`src/rtl/tl45_fetch_pkg.sv`:
```
// Shared encodings and payload types for the TL45 instruction-fetch stage.
package tl45_fetch_pkg;

    localparam int unsigned XLEN    = 32;
    localparam int unsigned WADDR_W = 30;
    localparam int unsigned STATE_W = 3;

    localparam logic [STATE_W-1:0] S_IDLE  = 3'd0;
    localparam logic [STATE_W-1:0] S_REQ   = 3'd1;
    localparam logic [STATE_W-1:0] S_WAIT  = 3'd2;
    localparam logic [STATE_W-1:0] S_HOLD  = 3'd3;
    localparam logic [STATE_W-1:0] S_DRAIN = 3'd4;
    localparam logic [STATE_W-1:0] S_ERR   = 3'd5;

    localparam logic [XLEN-1:0] NOP_INST = 32'h0;

    typedef struct packed {
        logic [XLEN-1:0] pc;
        logic [XLEN-1:0] inst;
    } fetch_buf_t;

endpackage

```
`src/rtl/tl45_fetch.sv`:
```
// TL45 fetch stage: owns the PC, one outstanding Wishbone read, feeds decode.
// Define TL45_FETCH_BUSERR_EN to trap bus errors in S_ERR and expose o_fetch_err.
module tl45_fetch
    import tl45_fetch_pkg::*;
#(
    parameter logic [XLEN-1:0] RESET_PC = 32'h0000_0000
) (
    input  logic               i_clk,
    input  logic               i_reset,
    input  logic               i_pipe_stall,
    input  logic               i_pipe_flush,
    input  logic [XLEN-1:0]    i_new_pc,
    output logic               o_wb_cyc,
    output logic               o_wb_stb,
    output logic [WADDR_W-1:0] o_wb_addr,
    input  logic               i_wb_stall,
    input  logic               i_wb_ack,
    input  logic               i_wb_err,
    input  logic [XLEN-1:0]    i_wb_data,
`ifdef TL45_FETCH_BUSERR_EN
    output logic               o_fetch_err,
`endif
    output logic [XLEN-1:0]    o_buf_pc,
    output logic [XLEN-1:0]    o_buf_inst
);

    logic [STATE_W-1:0] state_q, state_d;
    logic [XLEN-1:0]    pc_q, pc_d;
    logic [XLEN-1:0]    hold_q, hold_d;
    fetch_buf_t         buf_q, buf_d;
    logic               cyc_q, cyc_d;
    logic               stb_q, stb_d;
    logic [WADDR_W-1:0] addr_q, addr_d;
    logic               err_q, err_d;

    logic               done;
    logic               ack;
    logic               bus_err;
    logic               outstanding;
    logic [XLEN-1:0]    rdata;

    // Next-state, PC, hold and presentation logic; flush overrides everything.
    always_comb begin
        state_d     = state_q;
        pc_d        = pc_q;
        hold_d      = hold_q;
        buf_d       = i_pipe_stall ? buf_q : '0;
        outstanding = 1'b0;
        done        = i_wb_ack | i_wb_err;
`ifdef TL45_FETCH_BUSERR_EN
        ack         = i_wb_ack;
        bus_err     = i_wb_err;
        rdata       = i_wb_data;
`else
        ack         = done;
        bus_err     = 1'b0;
        rdata       = i_wb_err ? NOP_INST : i_wb_data;
`endif

        case (state_q)
            S_IDLE: state_d = S_REQ;
            S_REQ: begin
                outstanding = !i_wb_stall;
                if (!i_wb_stall) state_d = S_WAIT;
            end
            S_WAIT: begin
                outstanding = !done;
                if (bus_err) begin
                    state_d = S_ERR;
                end else if (ack) begin
                    if (i_pipe_stall) begin
                        hold_d  = rdata;
                        state_d = S_HOLD;
                    end else begin
                        buf_d.pc   = pc_q;
                        buf_d.inst = rdata;
                        pc_d       = pc_q + XLEN'(4);
                        state_d    = S_REQ;
                    end
                end
            end
            S_HOLD: begin
                if (!i_pipe_stall) begin
                    buf_d.pc   = pc_q;
                    buf_d.inst = hold_q;
                    pc_d       = pc_q + XLEN'(4);
                    state_d    = S_REQ;
                end
            end
            S_DRAIN: begin
                outstanding = !done;
                if (done) state_d = S_REQ;
            end
            S_ERR:   state_d = S_ERR;
            default: state_d = S_IDLE;
        endcase

        // A read still in flight must be drained before the redirect fetch.
        if (i_pipe_flush) begin
            buf_d   = '0;
            hold_d  = '0;
            pc_d    = i_new_pc & ~XLEN'(3);
            state_d = outstanding ? S_DRAIN : S_REQ;
        end

        cyc_d  = (state_d == S_REQ) || (state_d == S_WAIT) || (state_d == S_DRAIN);
        stb_d  = (state_d == S_REQ);
        addr_d = pc_d[XLEN-1:2];
        err_d  = (state_d == S_ERR);
    end

    always_ff @(posedge i_clk or posedge i_reset) begin
        if (i_reset) begin
            state_q <= S_IDLE;
            pc_q    <= RESET_PC;
            hold_q  <= '0;
            buf_q   <= '0;
            cyc_q   <= 1'b0;
            stb_q   <= 1'b0;
            addr_q  <= '0;
            err_q   <= 1'b0;
        end else begin
            state_q <= state_d;
            pc_q    <= pc_d;
            hold_q  <= hold_d;
            buf_q   <= buf_d;
            cyc_q   <= cyc_d;
            stb_q   <= stb_d;
            addr_q  <= addr_d;
            err_q   <= err_d;
        end
    end

    assign o_wb_cyc   = cyc_q;
    assign o_wb_stb   = stb_q;
    assign o_wb_addr  = addr_q;
    assign o_buf_pc   = buf_q.pc;
    assign o_buf_inst = buf_q.inst;
`ifdef TL45_FETCH_BUSERR_EN
    assign o_fetch_err = err_q;
`else
    logic unused_err;
    assign unused_err = err_q;
`endif

endmodule
```
`config.mk`:
```
export PLATFORM = sky130hd
export DESIGN_NAME = tl45_fetch
export DESIGN_NICKNAME = d
export VERILOG_FILES = /design/src/rtl/tl45_fetch_pkg.sv /design/src/rtl/tl45_fetch.sv
export SDC_FILE = /design/constraint.sdc
export NUM_CORES = 1
export LEC_CHECK = 0
export ABC_CLOCK_PERIOD_IN_PS = 9300
export CAP_MARGIN = 20
export CORE_MARGIN = 10
export CORE_UTILIZATION = 30
export DETAILED_ROUTE_END_ITERATION = 16
export GPL_TIMING_DRIVEN = 0
export HOLD_SLACK_MARGIN = 0.03
export PLACE_DENSITY = 0.51
export SYNTH_ARGS = -nofsm -noshare
export SYNTH_HDL_FRONTEND = slang
export SYNTH_SLANG_ARGS = --single-unit
```
`constraint.sdc`:
```
create_clock -name i_clk -period 9.3 [get_ports i_clk]
set_input_delay 0.93 -clock i_clk [delete_from_list [all_inputs] [get_ports i_clk]]
set_output_delay 0.93 -clock i_clk [all_outputs]
set_load 0.02 [all_outputs]
```
==> metrics <==
run status=finished clean; gr usage total=16.0%; startpoint types=input port; initial antenna violation count=0; synthesis-stage register bit count=131; share of synthesized registers carrying an async set or reset=100%; Sw Pwr=467 uW; postcts setup bufs=0; Sequential Area=3280 um^2; gpl congestion=0.813; first drt pass iteration count=5; fill count=2102; P_int=1190 uW; reg-to-reg startpoint=state_q[2]$_DFF_PP0_; RSZ-0062 raised after global routing=no; diode count=0; power per cell area=183 nW/um^2; gr ovfl total=0; Worst Setup Path Type=input port to register; yosys synthesis warning count=0; crit-path cells=clkdlybuf4s50_1 > clkbuf_1 > clkbuf_1 > clkbuf_1 > clkbuf_1 > nand2_1 > nand3_1; max-cap viol count=0; via count=5935; FF-to-FF setup slack=6780 ps; post-route antenna net violation count=0; clock root buffer=clkbuf_16; switching share of power=28.1%; final setup margin=6160 ps; Initial Util=30.6%; first-pass GRT wire length=35600 um; FP Rows=53; # nets final=960; sequential power share=38.2%; ys flop type=dfrtp_1; Die Y-Extent=166 um; Final Non-Filler Cells=1176; CTS tree=yes; crit share post-route=33.7%; final hold vios=0; Post-Syn Nets=777; Reg clk slew, reported paths=50 ps; vias in the first global route=6055; Worst Max-Slew Pin Slew=951 ps; Distinct cells, synth=62; Syn Area/Cell=9.11 um^2; Cell Area, Placed=8430 um^2; cell mode on critical path=clkbuf_1; Worst Path Arrival=3490 ps; area of the multi-input gates=2850 um^2; vias per cell=5.05; Worst Setup SP=i_pipe_flush; PnR Total Power=1660 uW; slowest CP cell=clkbuf_1; die area=27700 um^2; Mapped Cells=705; Hold/Removal Path Class=register to register; Final setup viols=0; Iter 0 DRT Violations=279; final setup TNS=0 ps; worst r2r path cells=7; Inst Count DP=1144; Final Cell Area=9090 um^2; most frequent cell after synthesis=dfrtp_1; WP depth=7; relative slew slack=36.0%; post-synthesis to final-layout area growth=41.4%; # IOs=167; hpwl dp=16200 um; Die W=166 um; minimum clock period=3140 ps; average wire per standard cell=19.3 um; total CTS buffers=17; clock share of power=44.6%; FF-to-FF End=o_buf_pc[22]$_DFF_PP0_; largest net degree at the start of global routing=74; CTS sink count=131; final clock skew=9.62 ps; most frequent cells after synthesis=dfrtp_1 (131), nand2_1 (127), a22oi_1 (65); Worst path max stage delay=540 ps; critical path required time=9650 ps; top cells by area, synth=dfrtp_1 (51%), a22oi_1 (7.6%), nand2_1 (7.4%); Hold-fix buffers, CTS=0; f_max=319 MHz; Crit Path Max Fanout=10; Seq/Total Area, Yosys=51.0%; Max rail drop VDD=0.000122 V; clock buffer depth=2; post-place setup slack=5680 ps; worst-skew pair later-pin latency=430 ps; core area=21000 um^2; max-slew violations=0; share of layout cells above drive strength 1=5.99%; Worst Setup EP=pc_q[20]$_DFFE_PP0P_; Critical Path Sink Type=register; Mapped Area=6420 um^2; Yosys top cell area share=51.0%; number of buffers added on ports=163; combinational power share=17.1%; Post-synth EDFFs=0; Leakage=0.00351 uW; CP bufs+invs=5; cts repair resizes=0; Yosys top cell by area=dfrtp_1; CP top delay family=buffers and inverters; Post-Route WL=22700 um; DRC=0; H-Tree Depth=4
-- layer usage --
layer / vias to the layer above / part of all wire (%) / GRT usage (%)
met3: 22 / 6.8 / 5.23
li1: 2890 / - / -
met5: - / 0 / 0
met1: 2837 / 45 / 20.4
met4: 0 / 1.1 / 4.01
met2: 186 / 47 / 25.4
-- registers in the layout (all words and copies together), names as in the netlist --
register and flops:
hold_q 32, o_buf_pc 32, o_buf_inst 32, o_wb_cyc 1, pc_q 30, state_q 3, o_wb_stb 1
-- power groups by stage --
stage	Combinational [uW]	Sequential (uW)	Clock (uW)
3_5_place_dp	287	645	0
6_report	284	635	742
2_1_floorplan	132	660	0
4_1_cts	288	635	758
5_1_grt	312	640	786
3_3_place_gp	285	646	0
-- worst min-delay path, cell delays in order (launching register included) --
cell     delay, ps
dfrtp_1        340
nand2_1         50
o21ai_0         60
-- metrics by stage --
step | util, % | hold slack [ps]
after floorplan | - | 502
after global placement | 40.0 | 470
after detailed placement | 40.1 | 475
after CTS | 43.2 | 489
after global routing | 43.2 | 504
final | 43.2 | 481
-- kinds of logic after synthesis --
| group | count (synthesis) | share of synthesized area (%) |
|---|---|---|
| AO/OA/AOI/OAI | 185 | 18.5 |
| buffers and inverters | 68 | 4.67 |
| flip-flops | 131 | 51.0 |
| adder cells (fa/ha/maj) | 1 | 0.195 |
| multiplexers | 2 | 0.331 |
| AND/OR/NAND/NOR | 311 | 24.3 |
| XOR/XNOR | 7 | 0.954 |
-- cells in the final DEF (no fill, tap or decap), types with 4 or more instances in the layout --
master / count
clkbuf_1: 48
nor4_1: 6
o21ai_0: 9
a22oi_1: 65
o21ai_1: 40
a31oi_1: 9
nand3_1: 18
clkdlybuf4s50_1: 163
o31ai_1: 7
nand4_1: 16
nand2_1: 127
inv_1: 9
a21oi_1: 35
clkbuf_8: 6
clkbuf_16: 17
and2_1: 4
xnor2_1: 5
or4_1: 8
nor2b_1: 36
nor2_1: 51
dfrtp_1: 131
nand4b_1: 4
or3_1: 8
bufinv_16: 4
and3_1: 5
nor3_1: 4
o211ai_1: 4
-- layout make-up --
| class | count | area share (%) |
|---|---|---|
| buffer | 56 | 2.81 |
| inverter | 12 | 0.551 |
| timing repair buffer | 164 | 18.3 |
| clock buffer | 21 | 5.29 |
| clock inverter | 11 | 1.91 |
| multi-input combinational | 506 | 31.3 |
| sequential | 131 | 36.1 |
| tap | 275 | 3.79 |
-- how the worst min path moves through the flow --
stage                        startpoint  cells after the start                       end  slack (ps)
2_1_floorplan     hold_q[0]$_DFFE_PP0P_                      2     hold_q[0]$_DFFE_PP0P_         500
6_report        o_buf_inst[0]$_DFF_PP0_                      2   o_buf_inst[0]$_DFF_PP0_         480
3_5_place_dp   o_buf_inst[19]$_DFF_PP0_                      2  o_buf_inst[19]$_DFF_PP0_         480
4_1_cts        o_buf_inst[19]$_DFF_PP0_                      2  o_buf_inst[19]$_DFF_PP0_         490
5_1_grt        o_buf_inst[20]$_DFF_PP0_                      2  o_buf_inst[20]$_DFF_PP0_         500
3_3_place_gp    o_buf_inst[1]$_DFF_PP0_                      2   o_buf_inst[1]$_DFF_PP0_         470
Power figures use the tool's default switching activity.
